--- src/rtl/fseq_pkg.sv ---
// Shared types and constants for the fetch sequencer.
//   XLEN          : address/data width
//   PC_STEP       : sequential PC increment
//   PC_ALIGN_MASK : forces word alignment of redirect targets
//   fseq_state_e  : FSM state encoding {BOOT, FETCH, WAIT, ISSUE}
package fseq_pkg;

    localparam int unsigned XLEN          = 32;
    localparam logic [31:0] PC_STEP       = 32'd4;
    localparam logic [31:0] PC_ALIGN_MASK = 32'hFFFF_FFFC;

    typedef enum logic [1:0] {
        BOOT  = 2'd0,
        FETCH = 2'd1,
        WAIT  = 2'd2,
        ISSUE = 2'd3
    } fseq_state_e;

    function automatic logic [XLEN-1:0] pc_align(input logic [XLEN-1:0] addr);
        return addr & PC_ALIGN_MASK;
    endfunction

endpackage

--- src/rtl/fetch_seq_ctrl_if.sv ---
// Bus bundle between the fetch sequencer, instruction memory and decode.
//   imem_req/imem_addr/imem_gnt/imem_rvalid/imem_rdata : imem handshake
//   instr_valid/instr/instr_pc/instr_ready             : decode handoff
//   redirect_valid/redirect_target                     : branch/jump redirect
//   trap_valid/epc                                     : present only with FSEQ_TRAP_EN
// master = sequencer side, slave = memory/datapath side.
interface fetch_seq_ctrl_if;
    import fseq_pkg::*;

    logic            imem_req;
    logic [XLEN-1:0] imem_addr;
    logic            imem_gnt;
    logic            imem_rvalid;
    logic [XLEN-1:0] imem_rdata;
    logic            instr_valid;
    logic [XLEN-1:0] instr;
    logic [XLEN-1:0] instr_pc;
    logic            instr_ready;
    logic            redirect_valid;
    logic [XLEN-1:0] redirect_target;

`ifdef FSEQ_TRAP_EN
    logic            trap_valid;
    logic [XLEN-1:0] epc;

    modport master (
        output imem_req, imem_addr, instr_valid, instr, instr_pc, epc,
        input  imem_gnt, imem_rvalid, imem_rdata, instr_ready,
               redirect_valid, redirect_target, trap_valid
    );
    modport slave (
        input  imem_req, imem_addr, instr_valid, instr, instr_pc, epc,
        output imem_gnt, imem_rvalid, imem_rdata, instr_ready,
               redirect_valid, redirect_target, trap_valid
    );
`else
    modport master (
        output imem_req, imem_addr, instr_valid, instr, instr_pc,
        input  imem_gnt, imem_rvalid, imem_rdata, instr_ready,
               redirect_valid, redirect_target
    );
    modport slave (
        input  imem_req, imem_addr, instr_valid, instr, instr_pc,
        output imem_gnt, imem_rvalid, imem_rdata, instr_ready,
               redirect_valid, redirect_target
    );
`endif

endinterface

--- src/rtl/pc_load_reg.sv ---
// Program counter register.
//   clk, rst  : clock, asynchronous active-high reset (loads RESET_VAL)
//   ld_i      : load ld_val_i (takes precedence over inc_i)
//   ld_val_i  : value to load
//   inc_i     : advance by PC_STEP, wrapping modulo 2^32
//   pc_o      : current PC
module pc_load_reg
    import fseq_pkg::*;
#(
    parameter logic [XLEN-1:0] RESET_VAL = '0
) (
    input  logic            clk,
    input  logic            rst,
    input  logic            ld_i,
    input  logic [XLEN-1:0] ld_val_i,
    input  logic            inc_i,
    output logic [XLEN-1:0] pc_o
);

    logic [XLEN-1:0] pc_q;

    always_ff @(posedge clk or posedge rst) begin
        if (rst) begin
            pc_q <= RESET_VAL;
        end else if (ld_i) begin
            pc_q <= ld_val_i;
        end else if (inc_i) begin
            pc_q <= pc_q + PC_STEP;
        end
    end

    assign pc_o = pc_q;

endmodule

--- src/rtl/fetch_seq_ctrl.sv ---
// Fetch sequencer: owns the PC, issues one imem request at a time and holds
// the returned instruction until decode consumes it. Redirects override
// sequential flow; a redirect that arrives while a request is outstanding
// marks the returning word stale (kill) and remembers the new target.
//   clk, rst : clock, asynchronous active-high reset
//   bus      : fetch_seq_ctrl_if.master (imem handshake, decode handoff, redirect)
// Optional feature macro: FSEQ_TRAP_EN adds trap_valid/epc and the TRAP_VEC
// parameter; a trap acts as the highest-priority redirect to TRAP_VEC.
module fetch_seq_ctrl
    import fseq_pkg::*;
#(
    parameter logic [XLEN-1:0] RESET_PC = 32'h0000_0000
`ifdef FSEQ_TRAP_EN
    , parameter logic [XLEN-1:0] TRAP_VEC = 32'h0000_0180
`endif
) (
    input logic               clk,
    input logic               rst,
    fetch_seq_ctrl_if.master  bus
);

    localparam logic [1:0] ST_BOOT  = BOOT;
    localparam logic [1:0] ST_FETCH = FETCH;
    localparam logic [1:0] ST_WAIT  = WAIT;
    localparam logic [1:0] ST_ISSUE = ISSUE;

    logic [1:0]      state_q, state_d;
    logic            kill_q, kill_d;
    logic [XLEN-1:0] tgt_q, tgt_d;
    logic            instr_valid_q, instr_valid_d;
    logic [XLEN-1:0] instr_q, instr_d;
    logic [XLEN-1:0] instr_pc_q, instr_pc_d;

    logic [XLEN-1:0] pc;
    logic            pc_ld;
    logic [XLEN-1:0] pc_ld_val;
    logic            pc_inc;

    // Effective redirect: a trap folds into the redirect path with its own target.
    logic            redir;
    logic [XLEN-1:0] redir_tgt;

`ifdef FSEQ_TRAP_EN
    logic            trap;
    logic [XLEN-1:0] epc_q;

    assign trap      = bus.trap_valid;
    assign redir     = trap | bus.redirect_valid;
    assign redir_tgt = trap ? TRAP_VEC : pc_align(bus.redirect_target);
`else
    assign redir     = bus.redirect_valid;
    assign redir_tgt = pc_align(bus.redirect_target);
`endif

    pc_load_reg #(
        .RESET_VAL (RESET_PC)
    ) u_pc (
        .clk      (clk),
        .rst      (rst),
        .ld_i     (pc_ld),
        .ld_val_i (pc_ld_val),
        .inc_i    (pc_inc),
        .pc_o     (pc)
    );

    always_comb begin
        state_d       = state_q;
        kill_d        = kill_q;
        tgt_d         = tgt_q;
        instr_valid_d = instr_valid_q;
        instr_d       = instr_q;
        instr_pc_d    = instr_pc_q;
        pc_ld         = 1'b0;
        pc_ld_val     = '0;
        pc_inc        = 1'b0;

        case (state_q)
            ST_BOOT: begin
                state_d = ST_FETCH;
`ifdef FSEQ_TRAP_EN
                if (trap) begin
                    pc_ld     = 1'b1;
                    pc_ld_val = TRAP_VEC;
                end
`endif
            end
            ST_FETCH: begin
                if (bus.imem_gnt) begin
                    // Request already accepted for the old PC: drop it on return.
                    state_d = ST_WAIT;
                    if (redir) begin
                        kill_d = 1'b1;
                        tgt_d  = redir_tgt;
                    end
                end else if (redir) begin
                    pc_ld     = 1'b1;
                    pc_ld_val = redir_tgt;
                end
            end
            ST_WAIT: begin
                if (bus.imem_rvalid) begin
                    if (kill_q || redir) begin
                        kill_d    = 1'b0;
                        pc_ld     = 1'b1;
                        pc_ld_val = redir ? redir_tgt : tgt_q;
                        state_d   = ST_FETCH;
                    end else begin
                        instr_d       = bus.imem_rdata;
                        instr_pc_d    = pc;
                        instr_valid_d = 1'b1;
                        state_d       = ST_ISSUE;
                    end
                end else if (redir) begin
                    kill_d = 1'b1;
                    tgt_d  = redir_tgt;
                end
            end
            ST_ISSUE: begin
                if (redir) begin
                    pc_ld         = 1'b1;
                    pc_ld_val     = redir_tgt;
                    instr_valid_d = 1'b0;
                    state_d       = ST_FETCH;
                end else if (bus.instr_ready) begin
                    pc_inc        = 1'b1;
                    instr_valid_d = 1'b0;
                    state_d       = ST_FETCH;
                end
            end
            default: state_d = ST_BOOT;
        endcase
    end

    always_ff @(posedge clk or posedge rst) begin
        if (rst) begin
            state_q       <= ST_BOOT;
            kill_q        <= 1'b0;
            tgt_q         <= '0;
            instr_valid_q <= 1'b0;
            instr_q       <= '0;
            instr_pc_q    <= '0;
        end else begin
            state_q       <= state_d;
            kill_q        <= kill_d;
            tgt_q         <= tgt_d;
            instr_valid_q <= instr_valid_d;
            instr_q       <= instr_d;
            instr_pc_q    <= instr_pc_d;
        end
    end

`ifdef FSEQ_TRAP_EN
    always_ff @(posedge clk or posedge rst) begin
        if (rst) begin
            epc_q <= '0;
        end else if (trap) begin
            epc_q <= (state_q == ST_ISSUE) ? instr_pc_q : pc;
        end
    end

    assign bus.epc = epc_q;
`endif

    assign bus.imem_req    = (state_q == ST_FETCH);
    assign bus.imem_addr   = pc;
    assign bus.instr_valid = instr_valid_q;
    assign bus.instr       = instr_q;
    assign bus.instr_pc    = instr_pc_q;

endmodule
--- src/flat_wrapper.sv ---
// flat-port wrapper written by rule: the top's interface ports become plain ports
module fetch_seq_ctrl_flat import fseq_pkg::*;
#(
    parameter logic [XLEN-1:0] RESET_PC = 32'h0000_0000

)
  (clk, rst, bus_imem_req, bus_imem_addr, bus_instr_valid, bus_instr, bus_instr_pc, bus_imem_gnt, bus_imem_rvalid, bus_imem_rdata, bus_instr_ready, bus_redirect_valid, bus_redirect_target);
  fetch_seq_ctrl_if bus_i ();
  input logic clk;
  input logic rst;
  output wire logic [$bits(bus_i.imem_req)-1:0] bus_imem_req;
  output wire logic [$bits(bus_i.imem_addr)-1:0] bus_imem_addr;
  output wire logic [$bits(bus_i.instr_valid)-1:0] bus_instr_valid;
  output wire logic [$bits(bus_i.instr)-1:0] bus_instr;
  output wire logic [$bits(bus_i.instr_pc)-1:0] bus_instr_pc;
  input wire logic [$bits(bus_i.imem_gnt)-1:0] bus_imem_gnt;
  input wire logic [$bits(bus_i.imem_rvalid)-1:0] bus_imem_rvalid;
  input wire logic [$bits(bus_i.imem_rdata)-1:0] bus_imem_rdata;
  input wire logic [$bits(bus_i.instr_ready)-1:0] bus_instr_ready;
  input wire logic [$bits(bus_i.redirect_valid)-1:0] bus_redirect_valid;
  input wire logic [$bits(bus_i.redirect_target)-1:0] bus_redirect_target;
  assign bus_imem_req = bus_i.imem_req;
  assign bus_imem_addr = bus_i.imem_addr;
  assign bus_instr_valid = bus_i.instr_valid;
  assign bus_instr = bus_i.instr;
  assign bus_instr_pc = bus_i.instr_pc;
  assign bus_i.imem_gnt = bus_imem_gnt;
  assign bus_i.imem_rvalid = bus_imem_rvalid;
  assign bus_i.imem_rdata = bus_imem_rdata;
  assign bus_i.instr_ready = bus_instr_ready;
  assign bus_i.redirect_valid = bus_redirect_valid;
  assign bus_i.redirect_target = bus_redirect_target;
  fetch_seq_ctrl #(.RESET_PC(RESET_PC)) u_core (.clk(clk), .rst(rst), .bus(bus_i));
endmodule
--- config.mk ---
export PLATFORM = sky130hd
export DESIGN_NAME = fetch_seq_ctrl_flat
export DESIGN_NICKNAME = d
export VERILOG_FILES = /design/src/rtl/fseq_pkg.sv /design/src/rtl/fetch_seq_ctrl_if.sv /design/src/rtl/pc_load_reg.sv /design/src/rtl/fetch_seq_ctrl.sv /design/src/flat_wrapper.sv
export SDC_FILE = /design/constraint.sdc
export NUM_CORES = 1
export LEC_CHECK = 0
export BUFFER_PORTS_ARGS = -buffer_cell sky130_fd_sc_hd__buf_4
export CORE_ASPECT_RATIO = 0.7
export CORE_MARGIN = 2
export CORE_UTILIZATION = 55
export DETAILED_ROUTE_END_ITERATION = 6
export PLACE_DENSITY = 0.82
export REMOVE_ABC_BUFFERS = 1
export SLEW_MARGIN = 10
export SYNTH_ARGS = -nofsm -noshare
export SYNTH_HDL_FRONTEND = slang
export SYNTH_SLANG_ARGS = --single-unit
--- constraint.sdc ---
create_clock -name clk -period 5.89 [get_ports clk]
set_input_delay 0.589 -clock clk [delete_from_list [all_inputs] [get_ports clk]]
set_output_delay 0.589 -clock clk [all_outputs]
set_load 0.01 [all_outputs]
=== Word-level counts from Yosys, hierarchy flattened ===
Index checks and enable logic that the tools add are counted.
Widths: inputs -> output; s select.

* Eq/ne operators: 9
* Bitwise operators: 1
* Reductions and logical operators: 10
* Mux-type cells: 35
* Add/subtract/negate cells: 1

{| class="wikitable"
|+ Operator list
! operator !! count
|-
| $mux 32 || 9
|-
| $pmux 32 s3 || 1
|-
| $pmux 32 s2 || 1
|-
| $add 32x3->32 const B || 1
|-
| $mux 1 || 15
|-
| $reduce_and 3->1 || 4
|-
| $mux 2 || 5
|-
| $pmux 2 s4 || 1
|-
| $ne 2x2->1 const B || 3
|-
| $reduce_bool 2->1 || 3
|-
| $eq 2x2->1 const B || 2
|-
| $pmux 1 s2 || 2
|-
| $reduce_and 4->1 || 1
|-
| $ne 3x2->1 const B || 1
|-
| $ne 3x3->1 const B || 1
|-
| $pmux 1 s3 || 1
|-
| $eq 2x1->1 const B || 1
|-
| $logic_not 2->1 || 1
|-
| $ne 2x1->1 const B || 1
|-
| $logic_or 1x1->1 || 1
|-
| $not 1->1 || 1
|}

* Word-level logic and storage cells: 63
* Register bits: 132
* Output and inout bits: 98
* Bits of input ports: 70

=== Logic depth before layout (Yosys ltp) ===
Gate-level depths: netlist of the first run.

* Depth in word-level cells: 5
* Gate-level depth with buffers: 9
* Depth with buffers taken out: 7

=== Hierarchy ===
Synthesis of the first run repeated with hierarchy kept, for this count alone.

* Cells, all modules: 559
* Area total of the unflattened synthesis: 6,528.8 sq um

{| class="wikitable"
|+ Modules (own cells, without submodules)
! module !! seq. area each (sq um) !! instances !! area an instance (sq um) !! cells an instance
|-
| fetch_seq_ctrl || 2,502.4 || 1 || 4,679.5 || 356
|-
| pc_load_reg || 800.8 || 1 || 1,849.3 || 203
|}

=== Worst setup path before layout of the first run ===
Ideal clock, no wire load.

* Path type: register -> register
* Start: reg u_core.state_q[0]
* End: reg u_core.u_pc.pc_q[10] (netlist: u_core.u_pc.pc_o[10])
* Arrival: 1.972 ns
* Required time: 5.753 ns
* Setup time: 0.137 ns
* Clock period less this slack: 2.109 ns
* Path buffers: 2
* Setup slack: 3.781 ns
* Stages on the path, launching flop included: 10
* Path through: dfrtp_1 inv_1 ha_1 o211a_4 or3_1 and2_1 buf_2 buf_6 a221oi_2 a21oi_1

* Longest elaborated chain between the ends: 3
* Elaborated cells between the ends (all ways): 8
* Classes of those cells: eq/ne (3); mux (4); reduce/logical (1)

{| class="wikitable"
|+ RTL lines
! element !! line !! source
|-
| start, declared || fetch_seq_ctrl.sv:27 || <nowiki>logic [1:0] state_q, state_d;</nowiki>
|-
| start signal, assigned || fetch_seq_ctrl.sv:143 || <nowiki>state_q <= state_d;</nowiki>
|-
| $eq 2x2->1 / $eq 2x1->1 (equally long branches) || fetch_seq_ctrl.sv:77 || <nowiki>case (state_q)</nowiki>
|-
| $pmux 32 s3, or another cell as far along || fetch_seq_ctrl.sv:77 ||
|-
| $mux 32 / $reduce_bool 2->1 (equally long branches) || - ||
|-
| end signal, assigned || pc_load_reg.sv:26 || <nowiki>pc_q <= ld_val_i;</nowiki>
|-
| end signal, assigned || pc_load_reg.sv:28 || <nowiki>pc_q <= pc_q + PC_STEP;</nowiki>
|-
| end, declared || pc_load_reg.sv:20 || <nowiki>logic [XLEN-1:0] pc_q;</nowiki>
|}

Parallel ways exist; a longest one is shown, timed or not.
A chain may end at the register's enable or synchronous reset.

=== Worst setup path after layout of the first run ===
* Start: reg u_core.state_q[0]
* End: reg u_core.u_pc.pc_q[13] (netlist: u_core.u_pc.pc_o[13])

The elaborated chain is that of the path after synthesis.

==> flow_summary.json, run 1 <==
{
  "setup-violations-final": 0,
  "fmax_ghz": 0.336,
  "async_flop_share_pct": 100,
  "drtIter0Drc": 293,
  "cts_made_buffers": 17,
  "dp_hpwl_mm": 9.72,
  "finalCritPeriodShare_pct": 50.6,
  "design_area_sq_mm": 0.00797,
  "outcome": "complete, no violations",
  "cp_cell_sequence": "inv_1 > ha_1 > o211a_4 > or3_1 > and2_1 > a221oi_1 > a21oi_1",
  "powerDensity_mw_per_mm2": 511,
  "nNetsFinal": 724,
  "cp_max_fo": 17,
  "hold_viol": 0,
  "die_y_um": 91.5,
  "h-tree-depth": 4,
  "globalplace.congestion": 0.857,
  "skew_ns": 0.00657,
  "grt_use_total_pct": 25.3,
  "drive_gt1_share_pct": 47.5,
  "arrival_ns": 3.31,
  "peakVddDrop_v": 0.000285,
  "nFillCells": 674,
  "worst-setup-path-type": "reg2reg",
  "root_buffer": "clkbuf_16",
  "p_leak_nw": 3.80,
  "syn_inst": 486,
  "hold_buffers": 0,
  "ys_seq_elements": 132,
  "ys_warn_count": 0,
  "final_util_pct": 76.1,
  "die_w_um": 129,
  "cts_buffer_depth": 2,
  "cts_resized": 0,
  "dp.cells": 761,
  "min_period_ns": 2.98,
  "ys_top_cells_by_count": "dfrtp_1 (132), mux2_2 (94), nand2_1 (35), a21oi_1 (29), xor2_1 (23)",
  "grt_pass1_vias": 4498,
  "clock_latency_ns": 0.42,
  "slew_headroom_pct": 21.9,
  "route.detailed.drc": 0,
  "cp.required_ns": 6.22,
  "diodes": 0,
  "synth_edf_count": 0,
  "synth_area_leaders": "dfrtp_1 (55%), mux2_2 (18%), xor2_1 (3.4%), a221oi_2 (2.5%), a21oi_1 (2.4%)",
  "tightest_slew_ns": 1.17,
  "synth_area_per_cell_sq_um": 12.4,
  "power_mw": 4.07,
  "yosysSeqAreaShare_pct": 55.0,
  "synth_area_sq_mm": 0.00601,
  "dieArea_sq_mm": 0.0118,
  "cap_violations": 0,
  "cpPeakStageDelay_ns": 0.80,
  "setup_ws_ns": 2.91,
  "ant_nets": 0,
  "cts_setup_buffers": 0,
  "numClockSinks": 132,
  "synth_most_common_cell": "dfrtp_1",
  "grt_pass1_wl_mm": 23.1,
  "layout.cells.non_filler": 793,
  "postSynth.topFlopCell": "dfrtp_1",
  "rows": 31,
  "hold_class": "in2async",
  "synth_cell_types": 41,
  "cts_tree": "done",
  "coreArea_sq_mm": 0.0105,
  "synth_top_area_share_pct": 55.0,
  "critPathTopFamily": "simple AND/OR/NAND/NOR gates",
  "rsz0062_at_grt": "false",
  "io_pins": 168,
  "gr-total-overflow": 0,
  "slowest_stage": "and2_1",
  "dr.pass1.iters": 5,
  "critPathLaunchType": "register",
  "postPlaceCellArea_sq_mm": 0.00736,
  "tns_ns": 0,
  "port-buffer-count": 165,
  "wire_per_inst_um": 18.4,
  "cp-end-kind": "register",
  "worst_hold_slack_ns": 0.333,
  "initial_core_util_pct": 57.4,
  "grt_start_max_net_pins": 90,
  "critPathBufInv": 1,
  "dp_slack_ns": 2.85,
  "yosys.area.top_type": "dfrtp_1",
  "clk_pin_slew_ns": 0.06,
  "antenna_found_initial": 0,
  "num_vias": 4556,
  "vias_per_cell": 5.75,
  "wl_mm": 14.6,
  "maxSlewViolCount": 0,
  "syn_to_final_growth_pct": 32.5
}
==> area by class of cell <==
cell class                      count  area [sq um]  share of cell area, %
Sequential cell                   132          3300                   41.5
Multi-Input combinational cell    321          2590                   32.6
Timing Repair Buffer              169          1270                   15.9
Clock buffer                       19           443                   5.56
Tap cell                          132           165                   2.07
Clock inverter                     13           159                   1.99
Inverter                            7          31.3                  0.393
==> sequential cells by signal, summed over array words and instances, names as in the netlist <==
register	flops
u_core.tgt_q	32
u_core.u_pc.pc_o	32
u_core.bus.instr_valid	1
u_core.state_q	2
u_core.bus.instr_pc	32
u_core.kill_q	1
u_core.bus.instr	32
==> worst register-to-register path: stages, from the launching register on <==
cell      delay (ns)
dfrtp_1         0.42
inv_1           0.10
ha_1            0.33
o211a_4         0.36
or3_1           0.41
and2_1          0.81
a221oi_1        0.27
a21oi_1         0.19
==> final timing paths <==
kind                                          from                      end  slack, ns  cells after the start
min in group clk                bus_imem_rdata[12]     u_core.bus.instr[12]       0.40                      2
worst min register to register     u_core.tgt_q[1]          u_core.tgt_q[1]       0.49                      1
worst max register to register   u_core.state_q[0]     u_core.u_pc.pc_o[13]       2.91                      7
max in group asynchronous                      rst  u_core.bus.instr_pc[20]       4.48                      3
worst max-delay path             u_core.state_q[0]     u_core.u_pc.pc_o[13]       2.91                      7
worst min-delay path                           rst          u_core.tgt_q[7]       0.33                      2
==> per-layer routing <==
metal	GRT usage (%)	vias up	share of wire [%]
met5	0	-	0
met4	6.43	0	0.78
met3	7.78	12	7.6
met2	39.2	190	46
met1	34.8	2247	45
li1	-	2107	-
==> cells in the final DEF, fill, tap and decap left out, types with 2 or more instances in the layout <==
| master | instances |
|---|---|
| xor2_1 | 23 |
| a22oi_1 | 2 |
| o21ai_0 | 10 |
| a21oi_1 | 29 |
| and3_1 | 5 |
| buf_4 | 169 |
| clkinv_2 | 4 |
| nand4_1 | 13 |
| inv_1 | 6 |
| clkinv_4 | 3 |
| clkbuf_16 | 17 |
| nor3_1 | 4 |
| mux2_2 | 94 |
| or3_1 | 2 |
| nand2_1 | 35 |
| nor4_4 | 2 |
| a31oi_1 | 4 |
| a311oi_1 | 10 |
| ha_1 | 6 |
| a221oi_1 | 5 |
| clkinvlp_4 | 3 |
| a221oi_2 | 10 |
| dfrtp_1 | 132 |
| nand3_1 | 16 |
| nor2_1 | 20 |
| and2_1 | 6 |
| bufinv_16 | 3 |
| o22ai_1 | 5 |
| xnor2_1 | 5 |
==> logic make-up after synthesis <==
family / count (synthesis) / share of synthesized area, %
DFF: 132 / 55.0
and+or+nand+nor: 111 / 9.52
muxes: 95 / 17.8
adders and majority gates: 6 / 1.25
AOI/OAI and AO/OA: 81 / 10.1
xor gates and xnor gates: 28 / 4.08
buffers and inverters: 33 / 2.33
==> power breakdown <==
group / total [mW] / switching, mW / internal [mW]
Combinational: 1.41 / 0.675 / 0.738
Sequential: 1.58 / 0.317 / 1.27
Clock: 1.07 / 0.398 / 0.675
No activity file was read; power rests on OpenSTA's default activity.
==> run 2, diff against run 1 <==
--- a/config.mk
+++ b/config.mk
@@ -8,9 +8,9 @@
 export BUFFER_PORTS_ARGS = -buffer_cell sky130_fd_sc_hd__buf_4
 export CORE_ASPECT_RATIO = 0.7
 export CORE_MARGIN = 2
-export CORE_UTILIZATION = 55
+export CORE_UTILIZATION = 52
 export DETAILED_ROUTE_END_ITERATION = 6
-export PLACE_DENSITY = 0.82
+export PLACE_DENSITY = 0.78
 export REMOVE_ABC_BUFFERS = 1
 export SLEW_MARGIN = 10
 export SYNTH_ARGS = -nofsm -noshare
==> constraint.sdc (replaced) <==
create_clock -name clk -period 3 [get_ports clk]
set_input_delay 0.3 -clock clk [delete_from_list [all_inputs] [get_ports clk]]
set_output_delay 0.3 -clock clk [all_outputs]
set_load 0.01 [all_outputs]
==> run 2 against run 1 <==
Compared with the run above: flip-flop and latch count is the same; via count is essentially flat; highest routed layer unchanged; register-to-register slack lost 2.6 ns; largest cell class unchanged; largest power group unchanged.
==> flow_summary.json, run 2 (synthesis results as in run 1) <==
{
  "dp_hpwl_mm": 9.72,
  "vias_per_cell": 5.59,
  "skew_ns": 0.0125,
  "rows": 32,
  "root_buffer": "clkbuf_16",
  "p_comb_share_pct": 34.7,
  "ant_nets": 0,
  "postPlaceCellArea_sq_mm": 0.00740,
  "finalCritPeriodShare_pct": 89.9,
  "final_cell_mix": "buf_4 (171), dfrtp_1 (132), mux2_2 (94)",
  "clock_latency_ns": 0.42,
  "grt_pass1_wl_mm": 23.0,
  "critPathLaunchType": "register",
  "dr.pass1.iters": 4,
  "die_w_um": 132,
  "drt-met1-wl_mm": 6.52,
  "nNetsFinal": 726,
  "powerDensity_mw_per_mm2": 995,
  "power_mw": 7.97,
  "outcome": "complete, no violations",
  "grt_use_total_pct": 23.6,
  "switching_power_mw": 2.68,
  "io_pins": 168,
  "gr-total-overflow": 0,
  "wl_mm": 14.3,
  "final_util_pct": 72.0,
  "clk_pin_slew_ns": 0.06,
  "grt_pass1_vias": 4487,
  "h-tree-depth": 4,
  "cts_resized": 0,
  "port-buffer-count": 165,
  "tightest_slew_ns": 1.15,
  "diodes": 0,
  "wl_met2_mm": 6.49,
  "r2r_cells": 7,
  "initial_core_util_pct": 54.0,
  "ff2ff_setup_slack_ns": 0.30,
  "antenna_found_initial": 0,
  "cp-end-kind": "register",
  "cpPeakStageDelay_ns": 0.60,
  "min_period_ns": 2.70,
  "cp_cell_sequence": "inv_1 > ha_1 > nor2b_1 > o21ai_0 > a21o_2 > a311oi_1 > a21oi_1",
  "hold_buffers": 0,
  "worst-setup-path-type": "reg2reg",
  "layout.cells.non_filler": 815,
  "hold_viol": 0,
  "slew_headroom_pct": 23.5,
  "internal_power_mw": 5.29,
  "coreArea_sq_mm": 0.0111,
  "cts_setup_buffers": 0,
  "rsz0062_at_grt": "false",
  "design_area_sq_mm": 0.00801,
  "wire_per_inst_um": 17.5,
  "power_frac_seq_pct": 38.9,
  "cp_max_fo": 51,
  "cts_made_buffers": 17,
  "globalplace.congestion": 0.824,
  "r2r_start": "u_core.state_q[1]",
  "cp.required_ns": 3.23,
  "cts_tree": "done",
  "peakVddDrop_v": 0.000554,
  "critPathTopFamily": "compound AO/OA/AOI/OAI gates",
  "hold_class": "in2async",
  "nFillCells": 781,
  "final_common_cell": "buf_4",
  "highest_layer": "met4",
  "syn_to_final_growth_pct": 33.3,
  "drive_gt1_share_pct": 47.7,
  "clkPwrFrac_pct": 26.4,
  "fmax_ghz": 0.371,
  "num_vias": 4557,
  "cap_violations": 0,
  "cts_buffer_depth": 2,
  "critPathBufInv": 1,
  "p_sw_share_pct": 33.6,
  "arrival_ns": 2.93,
  "wl_met3_mm": 1.13,
  "dieArea_sq_mm": 0.0124,
  "drtIter0Drc": 277,
  "numClockSinks": 132,
  "tns_ns": 0,
  "r2r-end": "u_core.u_pc.pc_o[19]",
  "route.detailed.drc": 0,
  "grt_start_max_net_pins": 86,
  "maxSlewViolCount": 0,
  "setup-violations-final": 0,
  "die_y_um": 93.9,
  "dp.cells": 784,
  "slowest_stage": "a21o_2",
  "p_leak_nw": 3.81
}
run 2: changes by cell type in the layout (fill, tap and decap cells not counted):
cell,delta
inv_6,+1
buf_4,+2
clkbuf_8,+1
clkinv_4,-2
clkinv_2,-2
clkbuf_1,-1
clkinvlp_4,+2
run 2: worst max path at each step:
stage	start	to	depth (start not counted)
after floorplan	u_core.state_q[0]	u_core.bus.instr[0]	5
after global placement	u_core.state_q[0]	u_core.u_pc.pc_o[16]	7
after detailed placement	u_core.state_q[0]	u_core.u_pc.pc_o[13]	7
after CTS	u_core.state_q[0]	u_core.u_pc.pc_o[13]	7
after global routing	u_core.state_q[0]	u_core.u_pc.pc_o[13]	7
final	u_core.state_q[1]	u_core.u_pc.pc_o[19]	7
run 2: power groups by stage:
| stage | clock network (mW) | registers, mW | logic, mW |
|---|---|---|---|
| 2_1_floorplan | 0 | 3.19 | 1.38 |
| 3_3_place_gp | 0 | 3.06 | 2.69 |
| 3_5_place_dp | 0 | 3.12 | 2.77 |
| 4_1_cts | 2.13 | 3.10 | 2.79 |
| 5_1_grt | 2.21 | 3.20 | 2.98 |
| 6_report | 2.10 | 3.10 | 2.77 |
run 2: cell type report:
type,instances,area (sq um),area share [%]
Timing Repair Buffer,171,1280,16.0
Clock inverter,12,155,1.94
Clock buffer,19,453,5.65
Tap cell,153,191,2.39
Sequential cell,132,3300,41.2
Multi-Input combinational cell,321,2590,32.4
Inverter,7,31.3,0.390
run 2: metrics by stage:
stage          hold WS, ns  worst slack (ns)
6_report            0.0258             0.304
5_1_grt             0.0995             0.170
4_1_cts             0.0628             0.332
3_5_place_dp         0.485             0.370
3_3_place_gp         0.470             0.497
2_1_floorplan        0.410             -2.98
run 2: worst reg2reg max path: stages, from the launching register on:
cell	delay, ns
dfrtp_1	0.40
inv_1	0.15
ha_1	0.34
nor2b_1	0.32
o21ai_0	0.15
a21o_2	0.60
a311oi_1	0.47
a21oi_1	0.08
run 2: per-layer routing:
layer,vias to the layer above,global-route usage [%]
met5,-,0
met4,0,6.81
met3,14,7.01
met2,197,36.7
met1,2242,32.3
li1,2104,-
==> run 3, diff against run 2 <==
--- a/config.mk
+++ b/config.mk
@@ -7,7 +7,7 @@
 export LEC_CHECK = 0
 export BUFFER_PORTS_ARGS = -buffer_cell sky130_fd_sc_hd__buf_4
 export CORE_ASPECT_RATIO = 0.7
-export CORE_MARGIN = 2
+export CORE_MARGIN = 3
 export CORE_UTILIZATION = 52
 export DETAILED_ROUTE_END_ITERATION = 6
 export PLACE_DENSITY = 0.78
@@ -16,3 +16,4 @@
 export SYNTH_ARGS = -nofsm -noshare
 export SYNTH_HDL_FRONTEND = slang
 export SYNTH_SLANG_ARGS = --single-unit
+export TNS_END_PERCENT = 1
==> run 3 against run 2 <==
Compared with the run above: critical path depth is the same; worst setup slack better by 0.057 ns; worst hold slack worse by 0.0064 ns; combinational power hardly changed; register-to-register slack improved by 0.06 ns; flip-flop and latch count did not move; final cell count down 0.12%; total power shrank 1.3%; non-clock buffer count is the same; cell area shrank 0.39%.
==> flow_summary.json, run 3 (synthesis results as in run 1) <==
{
  "cp_max_fo": 51,
  "tns_ns": 0,
  "powerDensity_mw_per_mm2": 986,
  "wire_per_inst_um": 18.3,
  "arrival_ns": 2.87,
  "critPathLaunchType": "register",
  "cp-startpoint": "u_core.state_q[1]",
  "grt_pass1_wl_mm": 22.8,
  "hold_viol": 0,
  "hold_class": "in2async",
  "use_met2_pct": 35.8,
  "nNetsFinal": 726,
  "setup-violations-final": 0,
  "tightest_slew_ns": 1.16,
  "slowest_stage": "a21o_2",
  "drtIter0Drc": 350,
  "antenna_found_initial": 0,
  "grt_use_total_pct": 22.8,
  "use_met3_pct": 7.89,
  "maxSlewViolCount": 0,
  "cap_violations": 0,
  "fmax_ghz": 0.379,
  "internal_power_mw": 5.21,
  "port-buffer-count": 165,
  "critPathBufInv": 1,
  "root_buffer": "clkbuf_16",
  "skew_ns": 0.00676,
  "cts_resized": 0,
  "vias_per_cell": 5.69,
  "h-tree-depth": 4,
  "diodes": 0,
  "grt_start_max_net_pins": 81,
  "num_vias": 4632,
  "r2r_cells": 7,
  "switching_power_mw": 2.66,
  "top_usage_layer": "met2",
  "final_cell_mix": "buf_4 (170), dfrtp_1 (132), mux2_2 (94)",
  "cts_buffer_depth": 2,
  "rows": 32,
  "die_w_um": 134,
  "final_util_pct": 71.7,
  "globalplace.congestion": 0.858,
  "dp_hpwl_mm": 10.0,
  "die_y_um": 95.9,
  "grt_use_met1_pct": 30.1,
  "gr-total-overflow": 0,
  "design_area_sq_mm": 0.00798,
  "ant_nets": 0,
  "dieArea_sq_mm": 0.0129,
  "wl_mm": 14.9,
  "syn_to_final_growth_pct": 32.8,
  "clock_latency_ns": 0.41,
  "io_pins": 168,
  "p_leak_nw": 3.81,
  "hold_buffers": 0,
  "min_period_ns": 2.64,
  "cp.required_ns": 3.23,
  "p_comb_share_pct": 35.4,
  "route.detailed.drc": 0,
  "r2r_start": "u_core.state_q[1]",
  "cp_cell_sequence": "inv_1 > ha_1 > nor2b_1 > o21ai_0 > a21o_2 > a311oi_1 > a21oi_1",
  "coreArea_sq_mm": 0.0111,
  "initial_core_util_pct": 54.0,
  "cp-end-kind": "register",
  "clkPwrFrac_pct": 25.1,
  "cts_tree": "done",
  "cpPeakStageDelay_ns": 0.60,
  "worst-path-stages": 7,
  "grt_pass1_vias": 4535,
  "worst-setup-path-type": "reg2reg",
  "finalCritPeriodShare_pct": 87.9,
  "clk_pin_slew_ns": 0.06,
  "numClockSinks": 132,
  "cts_made_buffers": 17,
  "peakVddDrop_v": 0.000558,
  "rsz0062_at_grt": "false",
  "outcome": "complete, no violations",
  "final_common_cell": "buf_4",
  "cp-endpoint": "u_core.u_pc.pc_o[31]",
  "critPathTopFamily": "compound AO/OA/AOI/OAI gates",
  "drive_gt1_share_pct": 47.2,
  "r2r-end": "u_core.u_pc.pc_o[31]",
  "dr.pass1.iters": 5,
  "postPlaceCellArea_sq_mm": 0.00742,
  "p_sw_share_pct": 33.8,
  "cts_setup_buffers": 0,
  "ff2ff_setup_slack_ns": 0.36,
  "power_frac_seq_pct": 39.5,
  "slew_headroom_pct": 22.9
}
==> run 3: cell count changes in the layout (fill, tap and decap cells not counted) <==
cell,previous run,this run
clkinv_4,1,0
clkbuf_8,2,6
buf_12,0,1
inv_6,2,1
clkbuf_1,0,3
clkinv_2,2,3
bufinv_16,3,1
buf_4,171,170
clkinvlp_4,5,0
==> run 3: layout make-up <==
| type | instances | area (sq um) |
|---|---|---|
| tap | 153 | 191 |
| multi-input combinational | 321 | 2590 |
| inverter | 7 | 31.3 |
| timing repair buffer | 171 | 1300 |
| clock inverter | 4 | 45.0 |
| fill | 782 | 3150 |
| clock buffer | 26 | 519 |
| sequential | 132 | 3300 |
==> run 3: worst min-delay path by stage <==
stage	cells past startpoint	start	end
4_1_cts	2	rst	u_core.bus.instr[4]
3_5_place_dp	1	u_core.tgt_q[1]	u_core.tgt_q[1]
6_report	2	rst	u_core.bus.instr[14]
2_1_floorplan	1	bus_redirect_valid	u_core.u_pc.pc_o[0]
5_1_grt	2	rst	u_core.bus.instr[4]
3_3_place_gp	1	u_core.tgt_q[0]	u_core.tgt_q[0]
==> run 3: power groups by stage <==
| stage | sequential (mW) | clock, mW | combinational [mW] |
|---|---|---|---|
| 6_report | 3.11 | 1.97 | 2.79 |
| 2_1_floorplan | 3.19 | 0 | 1.38 |
| 3_3_place_gp | 3.07 | 0 | 2.68 |
| 5_1_grt | 3.20 | 2.07 | 3.02 |
| 4_1_cts | 3.10 | 2.00 | 2.81 |
| 3_5_place_dp | 3.12 | 0 | 2.78 |
==> run 3: per-stage QoR <==
stage / power [mW] / hold WS (ns) / std cells / worst slack, ns
final: 7.87 / 0.0195 / 814 / 0.362
after floorplan: 4.57 / 0.410 / 460 / -2.98
after global routing: 8.30 / 0.0609 / 814 / 0.167
after global placement: 5.75 / 0.469 / 784 / 0.531
after detailed placement: 5.89 / 0.478 / 784 / 0.396
after CTS: 7.90 / 0.0528 / 814 / 0.382
==> run 3: metal layers <==
metal | up-vias | part of all wire, %
met5 | - | 0
met1 | 2313 | 44
met3 | 18 | 8.1
li1 | 2108 | -
met2 | 193 | 47
met4 | 0 | 1.2
